File: src/rtl/alu_issuer.sv
// alu_issuer: decodes RV64 OP / OP-IMM requests, drives an external
// combinational ALU for a fixed hold time and returns its result.

module alu_issuer #(
  parameter int MUL_CYCLES = 2,
  parameter int DIV_CYCLES = 8
) (
  input  logic        CLK,
  input  logic        RESET,
  input  logic        req_valid,
  output logic        req_ready,
  input  logic [6:0]  req_opcode,
  input  logic [2:0]  req_funct3,
  input  logic [6:0]  req_funct7,
  input  logic [63:0] req_rs1,
  input  logic [63:0] req_rs2_imm,
  output logic [63:0] alu_X,
  output logic [63:0] alu_Y,
  output logic [3:0]  alu_OP,
  input  logic [63:0] alu_result,
  input  logic        alu_isEqual,
  output logic        rsp_valid,
  input  logic        rsp_ready,
  output logic [63:0] rsp_result,
  output logic        rsp_isEqual,
  output logic        rsp_illegal
);

  // Cycle counts below 1 would make the hold counter underflow.
  localparam int MUL_EFF = (MUL_CYCLES < 1) ? 1 : MUL_CYCLES;
  localparam int DIV_EFF = (DIV_CYCLES < 1) ? 1 : DIV_CYCLES;
  localparam int MAX_EFF = (MUL_EFF > DIV_EFF) ? MUL_EFF : DIV_EFF;
  localparam int CW      = $clog2(MAX_EFF + 1);

  localparam logic [CW-1:0] MUL_LOAD = CW'(MUL_EFF - 1);
  localparam logic [CW-1:0] DIV_LOAD = CW'(DIV_EFF - 1);

  localparam logic [6:0] OPC_R   = 7'b0110011;
  localparam logic [6:0] OPC_IMM = 7'b0010011;

  localparam logic [6:0] F7_BASE = 7'b0000000;
  localparam logic [6:0] F7_ALT  = 7'b0100000;
  localparam logic [6:0] F7_MULD = 7'b0000001;

  localparam logic [3:0] OP_ADD  = 4'd0;
  localparam logic [3:0] OP_SUB  = 4'd1;
  localparam logic [3:0] OP_AND  = 4'd2;
  localparam logic [3:0] OP_OR   = 4'd3;
  localparam logic [3:0] OP_XOR  = 4'd4;
  localparam logic [3:0] OP_SLL  = 4'd5;
  localparam logic [3:0] OP_SRL  = 4'd6;
  localparam logic [3:0] OP_SRA  = 4'd7;
  localparam logic [3:0] OP_MUL  = 4'd8;
  localparam logic [3:0] OP_MULH = 4'd9;
  localparam logic [3:0] OP_DIV  = 4'd10;
  localparam logic [3:0] OP_REM  = 4'd11;
  localparam logic [3:0] OP_SLT  = 4'd12;
  localparam logic [3:0] OP_SLTU = 4'd13;

  typedef enum logic [1:0] {
    IDLE,
    HOLD,
    RESP
  } state_t;

  state_t        state;
  logic [CW-1:0] hold_cnt;

  logic          is_r_base;
  logic          is_r_alt;
  logic          is_r_muld;
  logic          is_imm;
  logic          dec_legal;
  logic [3:0]    dec_op;
  logic          dec_shift;
  logic [63:0]   dec_y;
  logic [CW-1:0] dec_hold;
  logic          accept;

  assign is_r_base = (req_opcode == OPC_R) &&
                     (req_funct7 == F7_BASE);
  assign is_r_alt  = (req_opcode == OPC_R) &&
                     (req_funct7 == F7_ALT);
  assign is_r_muld = (req_opcode == OPC_R) &&
                     (req_funct7 == F7_MULD);
  assign is_imm    = (req_opcode == OPC_IMM);

  assign accept = req_valid && req_ready;

  // Decode opcode/funct fields into an ALU operation and legality.
  always_comb begin
    dec_legal = 1'b0;
    dec_op    = OP_ADD;
    unique case (1'b1)
      is_r_base: begin
        dec_legal = 1'b1;
        case (req_funct3)
          3'b000:  dec_op = OP_ADD;
          3'b001:  dec_op = OP_SLL;
          3'b010:  dec_op = OP_SLT;
          3'b011:  dec_op = OP_SLTU;
          3'b100:  dec_op = OP_XOR;
          3'b101:  dec_op = OP_SRL;
          3'b110:  dec_op = OP_OR;
          default: dec_op = OP_AND;
        endcase
      end
      is_r_alt: begin
        case (req_funct3)
          3'b000: begin
            dec_legal = 1'b1;
            dec_op    = OP_SUB;
          end
          3'b101: begin
            dec_legal = 1'b1;
            dec_op    = OP_SRA;
          end
          default: dec_legal = 1'b0;
        endcase
      end
      is_r_muld: begin
        dec_legal = 1'b1;
        case (req_funct3)
          3'b000:  dec_op = OP_MUL;
          3'b001,
          3'b010,
          3'b011:  dec_op = OP_MULH;
          3'b100,
          3'b101:  dec_op = OP_DIV;
          default: dec_op = OP_REM;
        endcase
      end
      is_imm: begin
        dec_legal = 1'b1;
        case (req_funct3)
          3'b000: dec_op = OP_ADD;
          3'b010: dec_op = OP_SLT;
          3'b011: dec_op = OP_SLTU;
          3'b100: dec_op = OP_XOR;
          3'b110: dec_op = OP_OR;
          3'b111: dec_op = OP_AND;
          3'b001: begin
            // funct7[0] is shamt[5] for 64-bit shifts
            dec_legal = (req_funct7[6:1] == 6'b000000);
            dec_op    = OP_SLL;
          end
          default: begin
            if (req_funct7[6:1] == 6'b000000) begin
              dec_op = OP_SRL;
            end else if (req_funct7[6:1] == 6'b010000) begin
              dec_op = OP_SRA;
            end else begin
              dec_legal = 1'b0;
            end
          end
        endcase
      end
      default: dec_legal = 1'b0;
    endcase
  end

  // Shift amount and hold time follow from the decoded op.
  always_comb begin
    dec_shift = (dec_op == OP_SLL) ||
                (dec_op == OP_SRL) ||
                (dec_op == OP_SRA);
    dec_y     = req_rs2_imm;
    if (dec_shift) begin
      dec_y = {58'd0, req_rs2_imm[5:0]};
    end
    dec_hold = '0;
    if ((dec_op == OP_MUL) || (dec_op == OP_MULH)) begin
      dec_hold = MUL_LOAD;
    end else if ((dec_op == OP_DIV) || (dec_op == OP_REM)) begin
      dec_hold = DIV_LOAD;
    end
  end

  // Issue FSM: accept, hold ALU operands, then present response.
  always_ff @(posedge CLK or posedge RESET) begin
    if (RESET) begin
      state       <= IDLE;
      hold_cnt    <= '0;
      alu_X       <= '0;
      alu_Y       <= '0;
      alu_OP      <= '0;
      rsp_result  <= '0;
      rsp_isEqual <= 1'b0;
      rsp_illegal <= 1'b0;
      rsp_valid   <= 1'b0;
      req_ready   <= 1'b0;
    end else begin
      unique case (state)
        IDLE: begin
          if (accept) begin
            req_ready <= 1'b0;
            if (dec_legal) begin
              alu_X    <= req_rs1;
              alu_Y    <= dec_y;
              alu_OP   <= dec_op;
              hold_cnt <= dec_hold;
              state    <= HOLD;
            end else begin
              // Operand registers keep the previous request.
              rsp_result  <= '0;
              rsp_isEqual <= 1'b0;
              rsp_illegal <= 1'b1;
              rsp_valid   <= 1'b1;
              state       <= RESP;
            end
          end else begin
            req_ready <= 1'b1;
          end
        end
        HOLD: begin
          if (hold_cnt == '0) begin
            rsp_result  <= alu_result;
            rsp_isEqual <= alu_isEqual;
            rsp_illegal <= 1'b0;
            rsp_valid   <= 1'b1;
            state       <= RESP;
          end else begin
            hold_cnt <= hold_cnt - 1'b1;
          end
        end
        RESP: begin
          if (rsp_ready) begin
            rsp_valid <= 1'b0;
            req_ready <= 1'b1;
            state     <= IDLE;
          end
        end
        default: begin
          state     <= IDLE;
          rsp_valid <= 1'b0;
          req_ready <= 1'b0;
        end
      endcase
    end
  end

endmodule

File: config.mk
export PLATFORM = sky130hd
export DESIGN_NAME = alu_issuer
export DESIGN_NICKNAME = d
export VERILOG_FILES = /design/src/rtl/alu_issuer.sv
export SDC_FILE = /design/constraint.sdc
export NUM_CORES = 1
export LEC_CHECK = 0
export CAP_MARGIN = 20
export CORE_MARGIN = 8
export CORE_UTILIZATION = 40
export DETAILED_ROUTE_END_ITERATION = 10
export MAX_ROUTING_LAYER = met4
export PLACE_DENSITY_LB_ADDON = 0.12
export SETUP_SLACK_MARGIN = 0.5
export SKIP_LAST_GASP = 1
export SYNTH_ARGS = -nofsm -noshare
export SYNTH_HDL_FRONTEND = slang
export SYNTH_SLANG_ARGS = --single-unit
File: constraint.sdc
create_clock -name CLK -period 7.8 [get_ports CLK]
set_input_delay 0.78 -clock CLK [delete_from_list [all_inputs] [get_ports CLK]]
set_output_delay 0.78 -clock CLK [all_outputs]
set_load 0.1 [all_outputs]
==> Word-level counts from Yosys, hierarchy flattened <==
Index checks and enable logic that the tools add are counted.
{ "op_classes": {"n_eq_ne": 27, "n_mux": 42, "n_reduce_logical": 25, "n_addsub": 1, "n_bitwise": 1} }
{ "ops": {"columns": ["op", "count"], "rows": [
  ["$mux 64", 4],
  ["$pmux 64 s2", 1],
  ["$pmux 4 s7", 2],
  ["$eq 4x4->1 const B", 4],
  ["$pmux 4 s4", 1],
  ["$eq 7x6->1 const B", 2],
  ["$mux 1", 13],
  ["$eq 3x3->1 const B", 4],
  ["$eq 4x3->1 const B", 3],
  ["$mux 3", 4],
  ["$mux 4", 3],
  ["$ne 2x2->1 const B", 6],
  ["$pmux 2 s3", 2],
  ["$reduce_and 4->1", 3],
  ["$pmux 1 s3", 3],
  ["$mux 2", 4],
  ["$pmux 4 s2", 1],
  ["$eq 7x1->1 const B", 1],
  ["$eq 7x5->1 const B", 1],
  ["$logic_not 7->1", 1],
  ["$eq 3x2->1 const B", 2],
  ["$eq 6x5->1 const B", 1],
  ["$logic_not 6->1", 1],
  ["$pmux 1 s2", 3],
  ["other kinds (17)", 26]
]} }
{ "totals": {"register_bits": 206, "out_inout_bits": 200} }

==> Logic depth before layout (Yosys ltp) <==
{ "logic_depth": {"ltp_word": 12, "mapped_depth": 9, "depth_no_buf": 8} }

==> Worst setup path before layout <==
Ideal clock, no wire load.
{ "synth_path": {"kind": "flip-flop to flip-flop", "startpoint": "register req_ready", "endpoint": "register hold_cnt[1]", "arrival_time_ps": 2391, "path_stages_with_launch": 9, "n_path_buf": 2, "required_ps": 7675, "slack_ps": 5284, "cell_sequence": "dfrtp_1 -> nor2b_1 -> and2_1 -> clkbuf_1 -> o2111ai_1 -> and2_1 -> clkbuf_1 -> inv_2 -> mux2_2"} }
{ "synth_via": {"elab_chain_cells": 3} }
{ "synth_lines": {"columns": ["item", "line_no", "rtl"], "rows": [
  ["from (decl)", "11", "output logic req_ready,"],
  ["from (signal assigned)", "191", "req_ready <= 1'b0;"],
  ["from (signal assigned)", "196", "req_ready <= 1'b0;"],
  ["from (signal assigned)", "212", "req_ready <= 1'b1;"],
  ["$logic_and 1x1->1", "88", "assign accept = req_valid && req_ready;"],
  ["$ne 2x2->1 (no source line)", null, null],
  ["$reduce_and 4->1 (no source line)", null, null],
  ["to (signal assigned)", "201", "hold_cnt <= dec_hold;"],
  ["to (signal assigned)", "223", "hold_cnt <= hold_cnt - 1'b1;"],
  ["to (decl)", "67", "logic [CW-1:0] hold_cnt;"]
]} }
Every way passes these cells.
A chain may end at the register's enable or synchronous reset.

==> Worst setup path in the final report <==
{ "layout_path": {"startpoint": "input req_opcode[5]", "endpoint": "register alu_OP[2]"} }
{ "layout_via": {"elab_chain_cells": 5, "elab_cells_between_ends": 9, "cone_classes": "2 x eq/ne; 2 x mux; 5 x reduce/logical"} }
{ "layout_lines": {"columns": ["item", "line_no", "rtl"], "rows": [
  ["from (decl)", "12", "input logic [6:0] req_opcode,"],
  ["$eq 7x6->1", "80, 82, 84", null],
  ["$logic_and 1x1->1 (on tied branches)", "80, 84", null],
  ["$reduce_or 2->1 (no source line)", null, null],
  ["$pmux 1 s3", "94", "unique case (1'b1)"],
  ["$reduce_and 3->1 (no source line)", null, null],
  ["to (signal assigned)", "200", "alu_OP <= dec_op;"],
  ["to (decl)", "19", "output logic [3:0] alu_OP,"]
]} }
Several ways; a longest one is shown, not always the timed one.

==> results.tsv <==
metric	value	unit
vias per cell	4.88	
initial antenna violation count	0	
post-synthesis cell type count	51	
DIE HEIGHT	159	um
Reg2Reg Setup Slack	4.78	ns
Max Cap Viol	0	
Setup TNS	0	ns
Slew @ Worst Pin	1.09	ns
n_diodes	0	
Gate Count Post-Synth	818	
Worst Path Class, Setup	in -> reg	
worst reg2reg startpoint	req_ready	
starting density of the core	40.6	%
Slew Limit Fails	0	
total CTS buffers	22	
reg2reg path depth	6	
routability congestion estimate	0.844	
Mapped Area	8190	um^2
hold_sp	alu_X[9]	
leading area contributor after synthesis	dfrtp_1	
post-layout util	65.8	%
setup violators final	0	
die width	159	um
synth top area cells	dfrtp_1, nand2_1, a22o_1	
CP max-delay cell	clkdlybuf4s50_1	
Final ANT Viol Nets	0	
filler instances	1657	
Tcrit/Tclk final	49.6	%
pin count of the biggest net entering global routing	131	
Worst setup SP type	primary input	
vias in the first global route	7569	
Post-CTS Setup Bufs	0	
core area	20200	um^2
layout cells sized above 1	4.74	%
Std-Cell Rows	52	
Area Overhead vs Synth	61.9	%
Setup Skew	0.0107	ns
worst path required time	8.17	ns
worst-path cell chain	clkdlybuf4s50_1 > or3b_1 > a211oi_2 > o211ai_1 > a21boi_4 > buf_4 > buf_4 > mux2_2	
via count	7285	
Leakage	6.00	nW
total global-route track usage	22.8	%
final hold slack	0.464	ns
grt total ovfl	0	
crit path max fanout	75	
peak supply drop	0.123	mV
top cell type's share of synthesized area	62.9	%
prevailing post-synth register cell	dfrtp_1	
Final Hold Viols	0	
final WL	28700	um
Post-CTS Hold Fix Bufs	0	
post-layout minimum cycle time	3.87	ns
Syn Nets	1033	
Detailed Place HPWL	20800	um
Final Net Count	1422	
number of flops mapped to enable cells by yosys	0	
Critical Path AT	4.24	ns
die area	25300	um^2
1st-pass router iterations	5	
Min-Delay Path Depth	2	
post_cts resized	0	
Hold Path End	alu_X[9]	
worst hold path type	reg -> reg	
Slew HR	27.3	%
worst path buffer plus inverter count	3	
largest stage delay on the critical path	0.72	ns
Mapped Avg Cell Area	10.0	um^2
Yosys warning count	0	
first-pass GRT wire length	44700	um
CP top delay family	buffers and inverters	
Root Buffer	clkbuf_16	
WL/cell	19.2	um
I/O pin count	414	
Post-Layout Inst Area	13300	um^2
Post-DP Area	12500	um^2
largest buffer count on any clock path	3	
# DRC	0	
unrepaired setup endpoints after global routing	false	
fmax	0.258	GHz
Seq/Total Area, Yosys	62.9	%
FFs w/ async S/R, synth	100	%
Pwr Density	222	nW/um^2
# H-tree levels	1	
PortBufs	413	
cell repeated most along the worst path	buf_4	
clk sinks	206	
clock latency on the worst-skew pair	0.50	ns
crit end category	flop	
RR Endpoint	alu_OP[2]	
status	finished clean	
CTS tree	done	
drt initial violations	384	
Synth Register Bits	206	
clk slew on worst S/H paths	0.06	ns
==> state kept, by name, indices dropped and copies added (netlist names), 2 cells and up <==
signal	count
alu_OP	4
state	2
rsp_result	64
alu_Y	64
alu_X	64
hold_cnt	4
==> cells in the mapped netlist (4+ instances only) <==
library cell / n
dfrtp_1: 206
nand2b_1: 4
and2_1: 4
clkbuf_1: 20
a21oi_1: 65
nor2b_1: 5
a22o_1: 65
o21ai_0: 9
inv_1: 8
o21a_1: 6
buf_2: 32
nand2_1: 336
==> power by group <==
part | internal [mW] | switching (mW)
logic | 0.209 | 0.504
clock network | 0.670 | 0.418
registers | 1.12 | 0.0304
==> kinds of logic after synthesis <==
group / after synthesis / synth area share, %
flops: 206 / 62.9
compound gates: 172 / 14.8
mux: 3 / 0.412
fa+ha+maj: 1 / 0.153
simple gates: 371 / 18.1
buf+inv: 65 / 3.70
==> worst max-delay path by stage <==
stage | start | endpoint | slack, ns | cells after the start
finish | req_opcode[5] | alu_OP[2] | 3.93 | 8
global route | req_funct3[2] | alu_OP[2] | 3.68 | 8
CTS | req_opcode[5] | alu_OP[2] | 3.93 | 8
detailed placement | req_opcode[5] | alu_OP[2] | 3.41 | 8
global placement | req_opcode[5] | alu_OP[2] | 3.44 | 8
floorplan | RESET | alu_OP[0] | 1.40 | 1
==> worst register-to-register path, stage by stage, from the launching register on <==
cell      delay, ns
dfrtp_1        0.42
nor2b_1        0.27
and2_1         0.34
a21boi_4       0.23
buf_4          0.49
buf_4          0.74
mux2_2         0.43
==> area by class of cell <==
cell class | instances | area [um^2] | area share (%)
Timing Repair Buffer | 421 | 4190 | 31.6
Sequential cell | 206 | 5150 | 38.9
Tap cell | 270 | 338 | 2.55
Clock inverter | 7 | 87.6 | 0.660
Multi-Input combinational cell | 547 | 2760 | 20.8
Inverter | 9 | 41.3 | 0.311
Clock buffer | 33 | 683 | 5.15
==> cells in the final DEF (no fill, tap or decap), drive strengths merged, types with 2 or more instances in the layout <==
cell type / count
nand2b: 4
clkinv: 4
bufinv: 2
a22o: 65
o211ai: 4
nor3: 2
nor2b: 5
dfrtp: 206
clkdlybuf4s50: 413
buf: 8
nand4: 2
o21a: 6
nand3: 3
clkbuf: 33
a21oi: 65
a211oi: 5
a31oi: 3
nor4: 2
o21ai: 9
a21o: 2
a21boi: 2
nor2: 4
inv: 9
mux2: 3
or3: 2
and2: 4
nand2: 336
==> routing by layer <==
layer | global-route usage, % | routed length (um) | up-vias
met2 | 36.9 | 13700 | 319
met5 | - | 0 | -
met4 | 7.93 | 954 | 0
li1 | - | - | 3500
met3 | 7.08 | 2600 | 51
met1 | 26.4 | 11400 | 3415
==> through the flow <==
stage	power (mW)	worst slack (ns)	std cells
after floorplan	1.63	1.40	818
after global placement	1.88	3.44	1453
after detailed placement	1.89	3.41	1453
after CTS	2.99	3.93	1493
after global routing	3.06	3.68	1493
final	2.95	3.93	1493
(Power assumes the default switching activity.)
